$ cat src/rtl/pcxt_clk_pkg.sv
// rtl/pcxt_clk_pkg.sv - shared types and helpers for the PCXT clock/reset controller
package pcxt_clk_pkg;

    typedef enum logic [1:0] {
        SPD_477  = 2'b00,
        SPD_716  = 2'b01,
        SPD_1431 = 2'b10
    } speed_t;

    typedef enum logic {
        SPL_SHOW,
        SPL_DONE
    } splash_state_t;

    typedef enum logic [1:0] {
        RST_SYS_HOLD,
        RST_CPU_HOLD,
        RST_RUN
    } rst_state_t;

    function automatic logic [1:0] speed_div(input speed_t spd);
        case (spd)
            SPD_716:  return 2'd2;
            SPD_1431: return 2'd1;
            default:  return 2'd3;
        endcase
    endfunction

    // The unused request code 11 falls back to the slowest, always-safe rate.
    function automatic speed_t speed_decode(input logic [1:0] req);
        return (req == 2'b11) ? SPD_477 : speed_t'(req);
    endfunction

endpackage

$ cat src/rtl/pcxt_edge_sync.sv
// rtl/pcxt_edge_sync.sv - 3-flop synchroniser with registered rising-edge pulse
module pcxt_edge_sync (
    input  logic clock,
    input  logic reset_n,
    input  logic async_in,
    output logic pulse
);

    logic s1_q, s2_q, s3_q, pulse_q;
    logic s1_d, s2_d, s3_d, pulse_d;

    always_comb begin
        s1_d    = async_in;
        s2_d    = s1_q;
        s3_d    = s2_q;
        pulse_d = s2_q & ~s3_q;
    end

    always_ff @(posedge clock) begin
        if (!reset_n) begin
            s1_q    <= 1'b0;
            s2_q    <= 1'b0;
            s3_q    <= 1'b0;
            pulse_q <= 1'b0;
        end else begin
            s1_q    <= s1_d;
            s2_q    <= s2_d;
            s3_q    <= s3_d;
            pulse_q <= pulse_d;
        end
    end

    assign pulse = pulse_q;

endmodule

$ cat src/rtl/pcxt_clock_reset_ctrl.sv
// rtl/pcxt_clock_reset_ctrl.sv - CPU/peripheral clock enables, splash timer and reset sequencing
module pcxt_clock_reset_ctrl
    import pcxt_clk_pkg::*;
#(
    parameter int N_EXT       = 3,
    parameter int SYS_RST_CYC = 65535,
    parameter int CPU_RST_CYC = 42,
    parameter int TICKS_PER_S = 14318000,
    parameter int SPLASH_S    = 5,
    parameter int PERIPH_DIV  = 6
) (
    input  logic             clock,
    input  logic             reset_n,
    input  logic             ref_tick,
    input  logic [1:0]       speed_req,
    input  logic             biu_done,
    input  logic             soft_reset,
    input  logic             splash_skip,
    input  logic [N_EXT-1:0] ext_clk,
    output logic             cpu_ce,
    output logic             cpu_clk,
    output logic             periph_ce,
    output logic             periph_clk,
    output logic [1:0]       speed_cur,
    output logic [N_EXT-1:0] ext_ce,
    output logic             splash_active,
    output logic             sys_reset,
    output logic             cpu_reset
);

    localparam int TICK_W  = (TICKS_PER_S > 0) ? $clog2(TICKS_PER_S + 1) : 1;
    localparam int SEC_W   = (SPLASH_S > 0) ? $clog2(SPLASH_S + 1) : 1;
    localparam int PER_W   = $clog2(PERIPH_DIV + 1);
    localparam int RST_MAX = (SYS_RST_CYC > CPU_RST_CYC) ? SYS_RST_CYC : CPU_RST_CYC;
    localparam int RST_W   = $clog2(RST_MAX + 1);

    localparam logic [TICK_W-1:0] TICK_LAST = TICK_W'(TICKS_PER_S - 1);
    localparam logic [SEC_W-1:0]  SEC_END   = SEC_W'(SPLASH_S);
    localparam logic [PER_W-1:0]  PER_LAST  = PER_W'(PERIPH_DIV - 1);
    localparam logic [PER_W-1:0]  PER_HALF  = PER_W'(PERIPH_DIV / 2);
    localparam logic [RST_W-1:0]  SYS_LAST  = RST_W'(SYS_RST_CYC - 1);
    localparam logic [RST_W-1:0]  CPU_LAST  = RST_W'(CPU_RST_CYC - 1);

    logic [1:0]        ph_q, ph_d;
    speed_t            speed_cur_q, speed_cur_d;
    logic              cpu_ce_q, cpu_ce_d, cpu_clk_q, cpu_clk_d;
    logic [PER_W-1:0]  pcnt_q, pcnt_d;
    logic              periph_ce_q, periph_ce_d, periph_clk_q, periph_clk_d;
    splash_state_t     spl_q, spl_d;
    logic [TICK_W-1:0] tcnt_q, tcnt_d;
    logic [SEC_W-1:0]  sec_q, sec_d;
    rst_state_t        rst_q, rst_d;
    logic [RST_W-1:0]  rcnt_q, rcnt_d;
    logic              sys_reset_q, sys_reset_d, cpu_reset_q, cpu_reset_d;

    speed_t            pending;
    logic              ph_wrap, pcnt_wrap, rst_src;

    // A speed change only retargets the divisor at a wrap, so the pulse that
    // closes the old period is always a full one and the next uses the new rate.
    always_comb begin
        pending     = speed_decode(speed_req);
        ph_wrap     = (ph_q == 2'(speed_div(speed_cur_q) - 2'd1));
        ph_d        = ph_q;
        speed_cur_d = speed_cur_q;
        cpu_clk_d   = cpu_clk_q;
        cpu_ce_d    = 1'b0;
        if (ref_tick) begin
            if (ph_wrap) begin
                ph_d     = 2'd0;
                cpu_ce_d = 1'b1;
                if (biu_done && (pending != speed_cur_q)) begin
                    speed_cur_d = pending;
                end
                cpu_clk_d = (speed_cur_d == SPD_477) ? 1'b1 : ~cpu_clk_q;
            end else begin
                ph_d = ph_q + 2'd1;
                if (speed_cur_q == SPD_477) begin
                    cpu_clk_d = 1'b0;
                end
            end
        end
    end

    always_comb begin
        pcnt_wrap    = (pcnt_q == PER_LAST);
        pcnt_d       = pcnt_q;
        periph_ce_d  = 1'b0;
        periph_clk_d = periph_clk_q;
        if (ref_tick) begin
            pcnt_d      = pcnt_wrap ? '0 : pcnt_q + PER_W'(1);
            periph_ce_d = pcnt_wrap;
            if ((pcnt_d == '0) || (pcnt_d == PER_HALF)) begin
                periph_clk_d = ~periph_clk_q;
            end
        end
    end

    always_comb begin
        spl_d  = spl_q;
        tcnt_d = tcnt_q;
        sec_d  = sec_q;
        if (spl_q == SPL_SHOW) begin
            if ((sec_q == SEC_END) || splash_skip) begin
                spl_d = SPL_DONE;
            end else if (ref_tick) begin
                if (tcnt_q == TICK_LAST) begin
                    tcnt_d = '0;
                    sec_d  = sec_q + SEC_W'(1);
                end else begin
                    tcnt_d = tcnt_q + TICK_W'(1);
                end
            end
        end
    end

    // The splash screen doubles as a reset source so the machine boots only after it ends.
    always_comb begin
        rst_src = (spl_q == SPL_SHOW) | soft_reset;
        rst_d   = rst_q;
        rcnt_d  = rcnt_q;
        if (rst_src) begin
            rst_d  = RST_SYS_HOLD;
            rcnt_d = '0;
        end else begin
            case (rst_q)
                RST_SYS_HOLD: begin
                    if (rcnt_q == SYS_LAST) begin
                        rst_d  = RST_CPU_HOLD;
                        rcnt_d = '0;
                    end else begin
                        rcnt_d = rcnt_q + RST_W'(1);
                    end
                end
                RST_CPU_HOLD: begin
                    if (rcnt_q == CPU_LAST) begin
                        rst_d  = RST_RUN;
                        rcnt_d = '0;
                    end else begin
                        rcnt_d = rcnt_q + RST_W'(1);
                    end
                end
                RST_RUN: ;
                default: rst_d = RST_SYS_HOLD;
            endcase
        end
        sys_reset_d = (rst_d == RST_SYS_HOLD);
        cpu_reset_d = (rst_d != RST_RUN);
    end

    always_ff @(posedge clock) begin
        if (!reset_n) begin
            ph_q         <= 2'd0;
            speed_cur_q  <= SPD_477;
            cpu_ce_q     <= 1'b0;
            cpu_clk_q    <= 1'b0;
            pcnt_q       <= '0;
            periph_ce_q  <= 1'b0;
            periph_clk_q <= 1'b0;
            if (SPLASH_S != 0) begin
                spl_q <= SPL_SHOW;
            end else begin
                spl_q <= SPL_DONE;
            end
            tcnt_q       <= '0;
            sec_q        <= '0;
            rst_q        <= RST_SYS_HOLD;
            rcnt_q       <= '0;
            sys_reset_q  <= 1'b1;
            cpu_reset_q  <= 1'b1;
        end else begin
            ph_q         <= ph_d;
            speed_cur_q  <= speed_cur_d;
            cpu_ce_q     <= cpu_ce_d;
            cpu_clk_q    <= cpu_clk_d;
            pcnt_q       <= pcnt_d;
            periph_ce_q  <= periph_ce_d;
            periph_clk_q <= periph_clk_d;
            spl_q        <= spl_d;
            tcnt_q       <= tcnt_d;
            sec_q        <= sec_d;
            rst_q        <= rst_d;
            rcnt_q       <= rcnt_d;
            sys_reset_q  <= sys_reset_d;
            cpu_reset_q  <= cpu_reset_d;
        end
    end

    for (genvar i = 0; i < N_EXT; i++) begin : g_ext
        pcxt_edge_sync u_sync (
            .clock    (clock),
            .reset_n  (reset_n),
            .async_in (ext_clk[i]),
            .pulse    (ext_ce[i])
        );
    end

    assign cpu_ce        = cpu_ce_q;
    assign cpu_clk       = cpu_clk_q;
    assign periph_ce     = periph_ce_q;
    assign periph_clk    = periph_clk_q;
    assign speed_cur     = speed_cur_q;
    assign splash_active = (spl_q == SPL_SHOW);
    assign sys_reset     = sys_reset_q;
    assign cpu_reset     = cpu_reset_q;

endmodule

$ cat config.mk
export PLATFORM = sky130hd
export DESIGN_NAME = pcxt_clock_reset_ctrl
export DESIGN_NICKNAME = d
export VERILOG_FILES = /design/src/rtl/pcxt_clk_pkg.sv /design/src/rtl/pcxt_edge_sync.sv /design/src/rtl/pcxt_clock_reset_ctrl.sv
export SDC_FILE = /design/constraint.sdc
export NUM_CORES = 1
export LEC_CHECK = 0
export BUFFER_PORTS_ARGS = -buffer_cell sky130_fd_sc_hd__buf_2
export CORE_MARGIN = 4
export CORE_UTILIZATION = 55
export CTS_CLUSTER_SIZE = 8
export DETAILED_ROUTE_END_ITERATION = 8
export HOLD_SLACK_MARGIN = 0.12
export PLACE_DENSITY_LB_ADDON = 0.25
export SYNTH_ARGS = -nofsm -noshare
export SYNTH_HDL_FRONTEND = slang
export SYNTH_SLANG_ARGS = --single-unit
$ cat constraint.sdc
create_clock -name clock -period 6.27 [get_ports clock]
set_clock_uncertainty 0.1 [all_clocks]
set_input_delay 0.627 -clock clock [delete_from_list [all_inputs] [get_ports clock]]
set_output_delay 0.627 -clock clock [all_outputs]
set_load 0.005 [all_outputs]
==> out/metrics.cfg <==
[cts]
cts.clk_slew.worst_paths_ns = 0.08
cts_resized = 0
clk_latency_ns = 0.34
cts_max_path_buffers = 2
cts_tree = built
numCtsBuffers = 9
cts_hold_buf = 0
cts.sink_count = 71
h-tree-depth = 3
root_buffer = clkbuf_8
post_cts_buffers = 0

[drt]
wire_per_inst_um = 13.1
wirelength_mm = 6.10
ant_nets = 0
drt-pass1-iter-count = 4
dr.first_iter.drc_count = 105
vias = 2580
avgViaCountPerCell = 5.55
drc = 0

[yosys]
synth_top_area_share = 0.444
synth-edff-count = 0
synthDistinctLibCells = 50
ys_warn_count = 0
avgSynthCellArea_um2 = 8.70
synth_top_area_cell = dfxtp_1
synth.area.top_cells = dfxtp_1 (44%), nor2_1 (6.6%), xor2_1 (6.0%)
ys_seq_elements = 71
syn_inst = 368
ys_async_sr_fraction = 0
synth_nets = 387
synthTopCellsByCount = dfxtp_1 (71), nor2_1 (56), nand2_1 (30)
ys.flop_type = dfxtp_1
synth.yosys.seq_area_share = 0.444
synthesis.area_um2 = 3200
yosysMostFrequentCell = dfxtp_1

[worst_setup_path]
cp.required_ns = 6.44
worstPathMaxFanout = 27
endpoint_kind = register
worst_setup_path_start_kind = primary input
worstSetupPathType = primary input to register
cp.arrival_ns = 2.91

[sta]
clock.fmax_ghz = 0.364
drv_slew = 0
tightest_slew_ns = 0.850
rsz0062_at_grt = no
setup_tns_ns = 0
whs_ns = 0.290
slew_headroom = 0.429
fin_crit_sh = 0.438
min_period_ns = 2.75
finalHoldViolations = 0
finalSetupViolations = 0

[grt]
gr-total-overflow = 0
grt_pass1_wl_mm = 10.9
groute.usage.overall = 0.183
grt_max_degree = 28
first_global_vias = 2500
antenna_found_initial = 0

[cells_and_area]
fin_nets = 407
antenna_cells = 0
utilization = 0.635
synthToLayoutAreaGrowth_pct = 10.4
fillers = 466
drive_gt1_frac = 0.117

[run_status]
outcome = finished clean

[power_and_ir_drop]
p_leak_nw = 1.27
power_density_nw_per_um2 = 244
irDropWorstVdd_uv = 172
power_uw = 861

[die]
initial_utilization = 0.575
rows = 27
die_area_um2 = 7110
ios = 23
die_w_um = 84.3
coreArea_um2 = 5570
die_height_um = 84.3

[placed_design]
portBuffers = 22
place.gp.congestion = 0.812
dpl.hpwl_mm = 4.30

[run]
drv_cap = 0

[worst_hold_path]
hold_path_class = register to register

-- worst paths after layout --
kind,cells after the start,endpoint,start,slack (ns)
worst max-delay path,5,rcnt_q[2],reset_n,3.52
worst min-delay path,1,g_ext[2].u_sync.pulse,g_ext[2].u_sync.s3_q,0.29
worst max register to register,6,tcnt_q[20],sec_q[1],3.83
worst min register to register,1,g_ext[2].u_sync.pulse,g_ext[2].u_sync.s3_q,0.29
-- cell usage in the layout (no fill, tap or decap), types with 2 or more instances in the layout --
master      count
dfxtp_1        71
nor2_1         56
nand2_1        30
xor2_1         22
buf_2          22
nand3_1        19
nand4_1        17
a21oi_1        13
inv_1          12
nor3_1         11
and2_1         10
xnor2_1        10
o21ai_0         9
clkbuf_8        9
or3_1           8
ha_1            8
nor2b_1         6
nor4_1          5
and3_1          4
mux2i_1         4
a31oi_1         3
nand3b_1        3
and4_1          2
nand4bb_1       2
nor3b_1         2
nor4b_1         2
or4_1           2
nand4b_1        2
o21a_1          2
clkinvlp_4      2
clkinv_2        2
-- sequential cells by signal, summed over array words and instances (netlist names), 2 cells and up --
name	cells
g_ext.u_sync.s2_q	3
sec_q	3
rst_q	2
pcnt_q	3
g_ext.u_sync.s3_q	3
rcnt_q	16
tcnt_q	24
ph_q	2
g_ext.u_sync.s1_q	3
g_ext.u_sync.pulse	3
speed_cur	2
-- metal layers --
metal	share of wire	vias up	GRT usage
li1	-	1320	-
met1	0.48	1197	0.232
met2	0.47	53	0.302
met3	0.036	10	0.0383
met4	0.018	0	0.0789
met5	0	-	0
-- cells by family after synthesis --
family	share of synthesized area
compound gates	0.0695
xor+xnor	0.0875
fa+ha+maj	0.0313
buf+inv	0.0348
flops	0.444
mux	0.0160
simple gates	0.317
-- cell type report --
cell class | instances | area (µm²) | share of cell area
clock buffer | 9 | 124 | 0.0350
sequential | 71 | 1420 | 0.402
clock inverter | 7 | 72.6 | 0.0205
timing repair buffer | 22 | 110 | 0.0311
inverter | 13 | 48.8 | 0.0138
tap | 72 | 90.1 | 0.0255
multi-input combinational | 271 | 1670 | 0.472
-- worst max-delay path: stages --
cell and delay (ns):
buf_2 0.24, clkinv_1 0.66, or3_1 0.65, nand3b_1 0.49, nor2_1 0.23
-- stage by stage --
stage	worst slack (ns)	cell area (µm²)	std cells
floorplan	4.09	3200	368
global placement	3.17	3340	449
detailed placement	3.12	3340	449
CTS	3.49	3540	465
global route	3.29	3540	465
finish	3.52	3540	465
-- report_power, final --
part	internal, mW	leakage (nW)	switching, mW	total, mW
logic	0.0138	0.601	0.0198	0.0335
registers	0.459	0.575	0.00764	0.467
clock network	0.184	0.0956	0.177	0.361
total	0.657	1.27	0.204	0.861
Note: power is estimated with default switching activity, not from simulation.
